`config.mk`:
```
export PLATFORM = sky130hd
export DESIGN_NAME = instruction_encoder
export DESIGN_NICKNAME = d
export VERILOG_FILES = /design/src/rtl/instruction_encoder.sv
export SDC_FILE = /design/constraint.sdc
export NUM_CORES = 1
export LEC_CHECK = 0
export CAP_MARGIN = 15
export CORE_MARGIN = 5
export CORE_UTILIZATION = 44
export CTS_BUF_LIST = sky130_fd_sc_hd__clkbuf_4
export DETAILED_ROUTE_END_ITERATION = 12
export HOLD_SLACK_MARGIN = 0.1
export PLACE_DENSITY = 0.83
export SETUP_SLACK_MARGIN = 0.4
export SKIP_LAST_GASP = 1
export SLEW_MARGIN = 30
export SYNTH_ARGS = -nofsm -noshare
export SYNTH_HDL_FRONTEND = slang
export SYNTH_SLANG_ARGS = --single-unit
```
`constraint.sdc`:
```
create_clock -name clk -period 2.02 [get_ports clk]
set_input_delay 0.202 -clock clk [delete_from_list [all_inputs] [get_ports clk]]
set_output_delay 0.202 -clock clk [all_outputs]
set_load 0.01 [all_outputs]
```
`src/rtl/instruction_encoder.sv`:
```
// RV32I instruction encoder: packs field bundles into instruction words and streams them,
// with byte addresses, to the instruction-memory write port. Optional counters: INSTR_ENC_STATS_EN.
module instruction_encoder #(
  parameter int          ADDR_W    = 10,
  parameter int unsigned BASE_ADDR = 0
) (
  input  logic              clk,
  input  logic              rst_n,
  input  logic              start,
  input  logic              in_valid,
  output logic              in_ready,
  input  logic              in_last,
  input  logic [6:0]        opcode,
  input  logic [4:0]        rd,
  input  logic [4:0]        rs1,
  input  logic [4:0]        rs2,
  input  logic [2:0]        funct3,
  input  logic [6:0]        funct7,
  input  logic [31:0]       imm,
  output logic              out_valid,
  input  logic              out_ready,
  output logic [31:0]       out_instr,
  output logic [ADDR_W-1:0] out_addr,
  output logic              err,
  output logic              done
`ifdef INSTR_ENC_STATS_EN
  ,
  output logic [15:0]       stat_words,
  output logic [15:0]       stat_errs
`endif
);

  localparam logic [ADDR_W-1:0] BASE      = ADDR_W'(BASE_ADDR);
  localparam logic [ADDR_W-1:0] WORD_STEP = ADDR_W'(4);

  localparam logic [6:0] OP_R      = 7'b0110011;
  localparam logic [6:0] OP_IMM    = 7'b0010011;
  localparam logic [6:0] OP_LOAD   = 7'b0000011;
  localparam logic [6:0] OP_JALR   = 7'b1100111;
  localparam logic [6:0] OP_SYSTEM = 7'b1110011;
  localparam logic [6:0] OP_FENCE  = 7'b0001111;
  localparam logic [6:0] OP_STORE  = 7'b0100011;
  localparam logic [6:0] OP_BRANCH = 7'b1100011;
  localparam logic [6:0] OP_LUI    = 7'b0110111;
  localparam logic [6:0] OP_AUIPC  = 7'b0010111;
  localparam logic [6:0] OP_JAL    = 7'b1101111;

  typedef enum logic [1:0] {
    S_IDLE,
    S_STREAM,
    S_DONE
  } state_t;

  state_t state, state_nxt;

  logic        last_q;
  logic        drain_last;
  logic        in_fire;
  logic        out_fire;
  logic        legal;
  logic [31:0] enc_word;

  function automatic logic is_legal(input logic [6:0] op);
    case (op)
      OP_R, OP_IMM, OP_LOAD, OP_JALR, OP_SYSTEM, OP_FENCE,
      OP_STORE, OP_BRANCH, OP_LUI, OP_AUIPC, OP_JAL: return 1'b1;
      default:                                       return 1'b0;
    endcase
  endfunction

  function automatic logic [31:0] encode(
    input logic [6:0]  op,
    input logic [4:0]  f_rd,
    input logic [4:0]  f_rs1,
    input logic [4:0]  f_rs2,
    input logic [2:0]  f3,
    input logic [6:0]  f7,
    input logic [31:0] f_imm
  );
    logic [31:0] w;
    w = '0;
    case (op)
      OP_R:      w = {f7, f_rs2, f_rs1, f3, f_rd, op};
      // Shift-immediates carry funct7 in the upper immediate bits and a 5-bit shamt.
      OP_IMM:    w = (f3 == 3'b001 || f3 == 3'b101)
                       ? {f7, f_imm[4:0], f_rs1, f3, f_rd, op}
                       : {f_imm[11:0], f_rs1, f3, f_rd, op};
      OP_LOAD, OP_JALR, OP_SYSTEM, OP_FENCE:
                 w = {f_imm[11:0], f_rs1, f3, f_rd, op};
      OP_STORE:  w = {f_imm[11:5], f_rs2, f_rs1, f3, f_imm[4:0], op};
      OP_BRANCH: w = {f_imm[12], f_imm[10:5], f_rs2, f_rs1, f3, f_imm[4:1], f_imm[11], op};
      OP_LUI, OP_AUIPC:
                 w = {f_imm[31:12], f_rd, op};
      OP_JAL:    w = {f_imm[20], f_imm[10:1], f_imm[11], f_imm[19:12], f_rd, op};
      default:   w = '0;
    endcase
    return w;
  endfunction

  assign legal    = is_legal(opcode);
  assign enc_word = encode(opcode, rd, rs1, rs2, funct3, funct7, imm);
  assign in_fire  = in_valid & in_ready;
  assign out_fire = out_valid & out_ready;

  // State register
  // NOTE: sequential state uses non-blocking assignments so every flop samples pre-edge values.
  always_ff @(posedge clk or negedge rst_n) begin
    if (!rst_n) state <= S_IDLE;
    else        state <= state_nxt;
  end

  // Next-state logic
  // NOTE: default assignment first so no path through the case leaves state_nxt unassigned (no latch).
  always_comb begin
    state_nxt = state;
    case (state)
      S_IDLE:   if (start) state_nxt = S_STREAM;
      S_STREAM: if ((out_fire && last_q) || (drain_last && !out_valid)) state_nxt = S_DONE;
      S_DONE:   state_nxt = S_IDLE;
      default:  state_nxt = S_IDLE;
    endcase
  end

  // Output logic
  always_comb begin
    in_ready = (state == S_STREAM) && (!out_valid || out_ready);
    done     = (state == S_DONE);
  end

  // Single-entry output register; a new word may load on the same edge the old one leaves.
  always_ff @(posedge clk or negedge rst_n) begin
    if (!rst_n) begin
      out_valid  <= 1'b0;
      out_instr  <= '0;
      out_addr   <= BASE;
      last_q     <= 1'b0;
      drain_last <= 1'b0;
      err        <= 1'b0;
    end else begin
      err <= in_fire && !legal;
      if (state == S_IDLE && start) begin
        out_addr   <= BASE;
        drain_last <= 1'b0;
      end
      if (out_fire) begin
        out_valid <= 1'b0;
        last_q    <= 1'b0;
        out_addr  <= out_addr + WORD_STEP;
      end
      if (in_fire && legal) begin
        out_valid <= 1'b1;
        out_instr <= enc_word;
        last_q    <= in_last;
      end
      // A rejected final bundle still ends the program once the pending word drains.
      if (in_fire && !legal && in_last) drain_last <= 1'b1;
      if (state == S_DONE)              drain_last <= 1'b0;
    end
  end

`ifdef INSTR_ENC_STATS_EN
  always_ff @(posedge clk or negedge rst_n) begin
    if (!rst_n) begin
      stat_words <= '0;
      stat_errs  <= '0;
    end else if (state == S_IDLE && start) begin
      stat_words <= '0;
      stat_errs  <= '0;
    end else begin
      if (out_fire && stat_words != 16'hFFFF) stat_words <= stat_words + 16'd1;
      if (err && stat_errs != 16'hFFFF)       stat_errs  <= stat_errs + 16'd1;
    end
  end
`endif

endmodule

```
# Word level (Yosys, flattened, before mapping)
# Cells that the tools add are included.
[word_totals] regBits=48 word_cells=61 inputBits=70 out_inout_bits=46
[op_classes] n_eq_ne=17 n_bitwise=2 n_addsub=1 n_reduce_logical=20 n_mux=14
[ops] op="$pmux 32 s7" count=1
[ops] op="$mux 32" count=1
[ops] op="$eq 7x7->1 const B" count=4
[ops] op="$eq 7x6->1 const B" count=3
[ops] op="$mux 10" count=2
[ops] op="$eq 7x5->1 const B" count=2
[ops] op="$reduce_or 11->1" count=1
[ops] op="$add 10x3->10 const B" count=1
[ops] op="$eq 7x2->1 const B" count=1
[ops] op="$eq 7x4->1 const B" count=1
[ops] op="$logic_and 1x1->1" count=7
[ops] op="$mux 1" count=7
[ops] op="$mux 2" count=2
[ops] op="$ne 2x2->1 const B" count=2
[ops] op="$pmux 2 s2" count=1
[ops] op="$reduce_bool 2->1" count=2
[ops] op="$reduce_or 4->1" count=1
[ops] op="$eq 3x1->1 const B" count=1
[ops] op="$eq 3x3->1 const B" count=1
[ops] op="$logic_or 1x1->1" count=3
[ops] op="$reduce_bool 3->1" count=1
[ops] op="$and 1x1->1" count=2
[ops] op="$eq 2x1->1 const B" count=1
[ops] op="$eq 2x2->1 const B" count=1
[ops] op="4 further kinds" count=5

# Longest topological paths before layout
[logic_depth] depth_word=8 ltp_mapped=9 ltp_nobuf=5

# Worst setup path before layout
# Ideal clock, no wire load.
[synth_timing] kind="register to register" from="register state[1]" to="register out_instr[6]" t_required_ps=1893 setup_slack_ps=124 arrival_ps=1768 synth_period_minus_slack_ps=1896 setup_ps=127 stages_incl_launch_ff=9 path_buffers=3 cell_sequence="dfrtp_1 -> nand2b_1 -> a21oi_2 -> and2_1 -> clkbuf_1 -> and2_1 -> buf_6 -> buf_8 -> mux2_1"
[synth_between] elab_chain_len=4
[synth_lines] item="from (decl)" line_no="54" text="state_t state, state_nxt;"
[synth_lines] item="from (signal assigned)" line_no="109" text="else state <= state_nxt;"
[synth_lines] item="$eq 2x1->1" line_no="126" text="in_ready = (state == S_STREAM) && (!out_valid || out_ready);"
[synth_lines] item="$logic_and 1x1->1" line_no="126"
[synth_lines] item="named net in_ready" line_no="11" text="output logic in_ready,"
[synth_lines] item="$and 1x1->1" line_no="102" text="assign in_fire = in_valid & in_ready;"
[synth_lines] item="$logic_and 1x1->1" line_no="150" text="if (in_fire && legal) begin"
[synth_lines] item="to (signal assigned)" line_no="152" text="out_instr <= enc_word;"
[synth_lines] item="to (decl)" line_no="22" text="output logic [31:0] out_instr,"
# The timed path passes the listed nets, and every way through them passes these cells.
# A chain may end at the register's enable or synchronous reset.

# Final worst setup path
[layout_timing] from="register state[0]" to="register out_instr[1]"
[layout_between] elab_chain_len=4
[layout_lines] item="$eq 2x1->1" line_no="126"
[layout_lines] item="$logic_and 1x1->1" line_no="126"
[layout_lines] item="$and 1x1->1" line_no="102"
[layout_lines] item="$logic_and 1x1->1" line_no="150"
# No other way between the ends.

==> impl_metrics.yaml <==
synthesis:
  synthCells: 272
  synth_cell_types: 56
  synth_xor_area_share_pct: 0
  ys_ff_latch: 46
  synth-edff-count: 0
  async_flop_share_pct: 100
  synthMuxAreaShare_pct: 8.04
  syn_avg_cell_area_sq_um: 9.78
  synth_top_family_by_area: "compound AO/OA/AOI/OAI gates"
  synth-simple-area-share_pct: 16.1
  ys_seq_area_share_pct: 43.3
  synthFlopType: "dfrtp_1"
  syn_area_sq_mm: 0.00266
  synth_fa_ha_area_share_pct: 0.470
  synth_top_area_share_pct: 43.3
  synth_compound_area_share_pct: 25.3
  yosys_warnings: 0
  ys_top_cells_by_area: "dfrtp_1, a21oi_1, mux2i_1"
  synth_top_area_cell: "dfrtp_1"
critical_path:
  critPathArrivalTime_ns: 1.87
  crit_path_end_kind: "flop"
  required_ns: 2.28
  crit_type: "flop to flop"
  crit_path_max_fanout: 10
  critPathLaunchType: "flop"
final_layout:
  final_net_count: 502
  drive_gt1_share_pct: 22.7
  antennaDiodeCount: 0
  fillers: 447
  area_growth_pct: 64.3
  design_area_sq_mm: 0.00437
  fin_cells: 507
  utilization_pct: 74.3
route:
  ant_nets: 0
  via_per_inst: 5.70
  post_drt_wl_per_cell_microns: 17.8
  drt_iter0_markers: 196
  route.detailed.drc: 0
  wl_microns: 9050
  vias: 2891
  first_pass_iters: 5
sta:
  min_period_ns: 1.61
  slew_violations: 0
  max_freq_mhz: 620
  rsz0062_at_grt: "true"
  hold_viol: 0
  finClkSkew_ns: 0.0163
  finalSetupViolCount: 0
  period_share_pct: 79.9
  fin_hold_ws_ns: 0.247
pwr:
  p_per_area_mw_per_mm2: 819
  internal-power_mw: 2.33
  switching_power_mw: 1.25
  switching_share_pct: 34.9
  p_total_mw: 3.58
  ir_drop_v: 0.000542
  power_frac_comb_pct: 47.3
  power_frac_seq_pct: 40.1
  power_leakage_nw: 1.89
  pwr-share-clk_pct: 12.7
clock_network:
  clock-root-buffer: "clkbuf_4"
  cts_tree: "built"
  cts.sinks: 46
  htree_levels: 2
  clk_pin_slew_ns: 0.15
  cts_made_buffers: 5
  clk_latency_ns: 0.36
  clockBufferDepth: 2
grt:
  overflow: 0
  grt_use_total_pct: 23.3
  grt_pass1_vias: 2951
  grt_max_degree: 21
  antenna_found_initial: 0
  grt_first_pass_wirelength_microns: 14100
die:
  core_sq_mm: 0.00589
  start_util_pct: 45.2
  dieArea_sq_mm: 0.00770
  io_pins: 116
  die_x_microns: 87.8
  die_height_microns: 87.8
  row_count: 28
placed_design:
  hpwl_microns: 7000
  dpl_cell_area_sq_mm: 0.00416
  gp_congestion: 0.986
  dp_cells: 487
  io_buffer_count: 113
flow_run:
  drv_cap: 0
status:
  status: "finished clean"
min_path:
  hold_path_class: "input port to asynchronous set/reset pin"
[metrics by stage]
step                      worst slack, ns  TNS [ns]
after floorplan                     0.257         0
after global placement             -0.104     -1.23
after detailed placement           -0.159     -2.91
after CTS                           0.400         0
after global routing                0.366         0
final                               0.407         0
[flip-flops by register name (all words and copies together), names as in the netlist]
register and count:
out_valid 1, state 2, drain_last 1, err 1
out_addr 8, last_q 1, out_instr 32
[area by class of cell]
type / instances / area (sq um) / share of cell area, %
repair buffers: 170 / 1610 / 36.7
clock inverters: 3 / 21.3 / 0.487
clock buffers: 5 / 37.5 / 0.859
well taps: 75 / 93.8 / 2.15
inverters: 13 / 48.8 / 1.12
flip-flops and latches: 46 / 1150 / 26.4
multi-input cells: 195 / 1410 / 32.2
[final timing paths]
check                              from            to  slack [ns]  cells past startpoint
max                            state[0]  out_instr[1]        0.41                      7
min                               rst_n   out_addr[7]        0.25                      2
max reg2reg                    state[0]  out_instr[1]        0.41                      7
min reg2reg                out_instr[1]  out_instr[1]        0.48                      1
max in group asynchronous         rst_n  out_instr[4]        1.19                      3
min in group clk                in_last        last_q        0.40                      3
[cells in the mapped netlist, types with 4 or more instances]
cell and count:
nor2_1 10, mux2_2 6, nand4_1 4, a32oi_1 7
buf_4 6, dfrtp_1 46, a31oi_1 8, clkbuf_1 6
nand2_1 22, nor2b_1 5, inv_1 13, buf_2 5
mux2i_1 12, o211ai_1 7, and2_1 5, nand3_1 7
a222oi_1 10, o21ai_0 11, a21oi_1 26
[placed cells by master, fill, tap and decap left out, types with 7 or more instances in the layout]
cell / instances
a21oi_1: 20
inv_1: 13
nand2_1: 22
a32oi_1: 7
o21ai_0: 11
o211ai_1: 7
nor2_1: 10
nand3_1: 7
dfrtp_1: 43
mux2i_1: 11
a222oi_1: 10
clkdlybuf4s50_1: 101
a31oi_1: 7
buf_4: 50
[worst max-delay path, cell delays in order (launching register included)]
cell and delay (ns):
dfrtp_2 0.48, nand2b_4 0.10, a21oi_4 0.04, and2_4 0.18
and2_4 0.20, buf_6 0.14, clkbuf_16 0.16, or2_1 0.21
[routing by layer]
| metal | wire length, microns | global-route usage, % |
|---|---|---|
| met4 | 265 | 8.51 |
| met1 | 3600 | 28.0 |
| met5 | 0 | 0 |
| met2 | 4540 | 40.9 |
| met3 | 642 | 4.80 |
[repair_timing]
| action | in CTS | in global routing |
|---|---|---|
| pin swaps | 2 | 5 |
| cloned | 1 | 1 |
| resized for setup | 16 | 13 |
| setup buffers | 4 | 5 |
| hold buffers | 1 | 0 |
| endpoints found under the setup margin | 40 | 23 |
| hold endpoints to repair | 36 | 0 |
[power groups by stage]
stage	logic (mW)	clock network, mW	registers [mW]
3_5_place_dp	1.64	0	1.45
2_1_floorplan	0.545	0	1.56
4_1_cts	1.66	0.462	1.43
5_1_grt	1.81	0.501	1.48
6_report	1.69	0.454	1.43
3_3_place_gp	1.60	0	1.44
[cells by family (layout without fill, tap and decap cells)]
logic type	count (synthesis)	count (layout)
flops	46	46
fa+ha+maj	1	1
simple gates	77	78
mux	20	20
other cells	1	2
buf+inv	33	191
compound gates	94	94
Power figures use the tool's default switching activity.
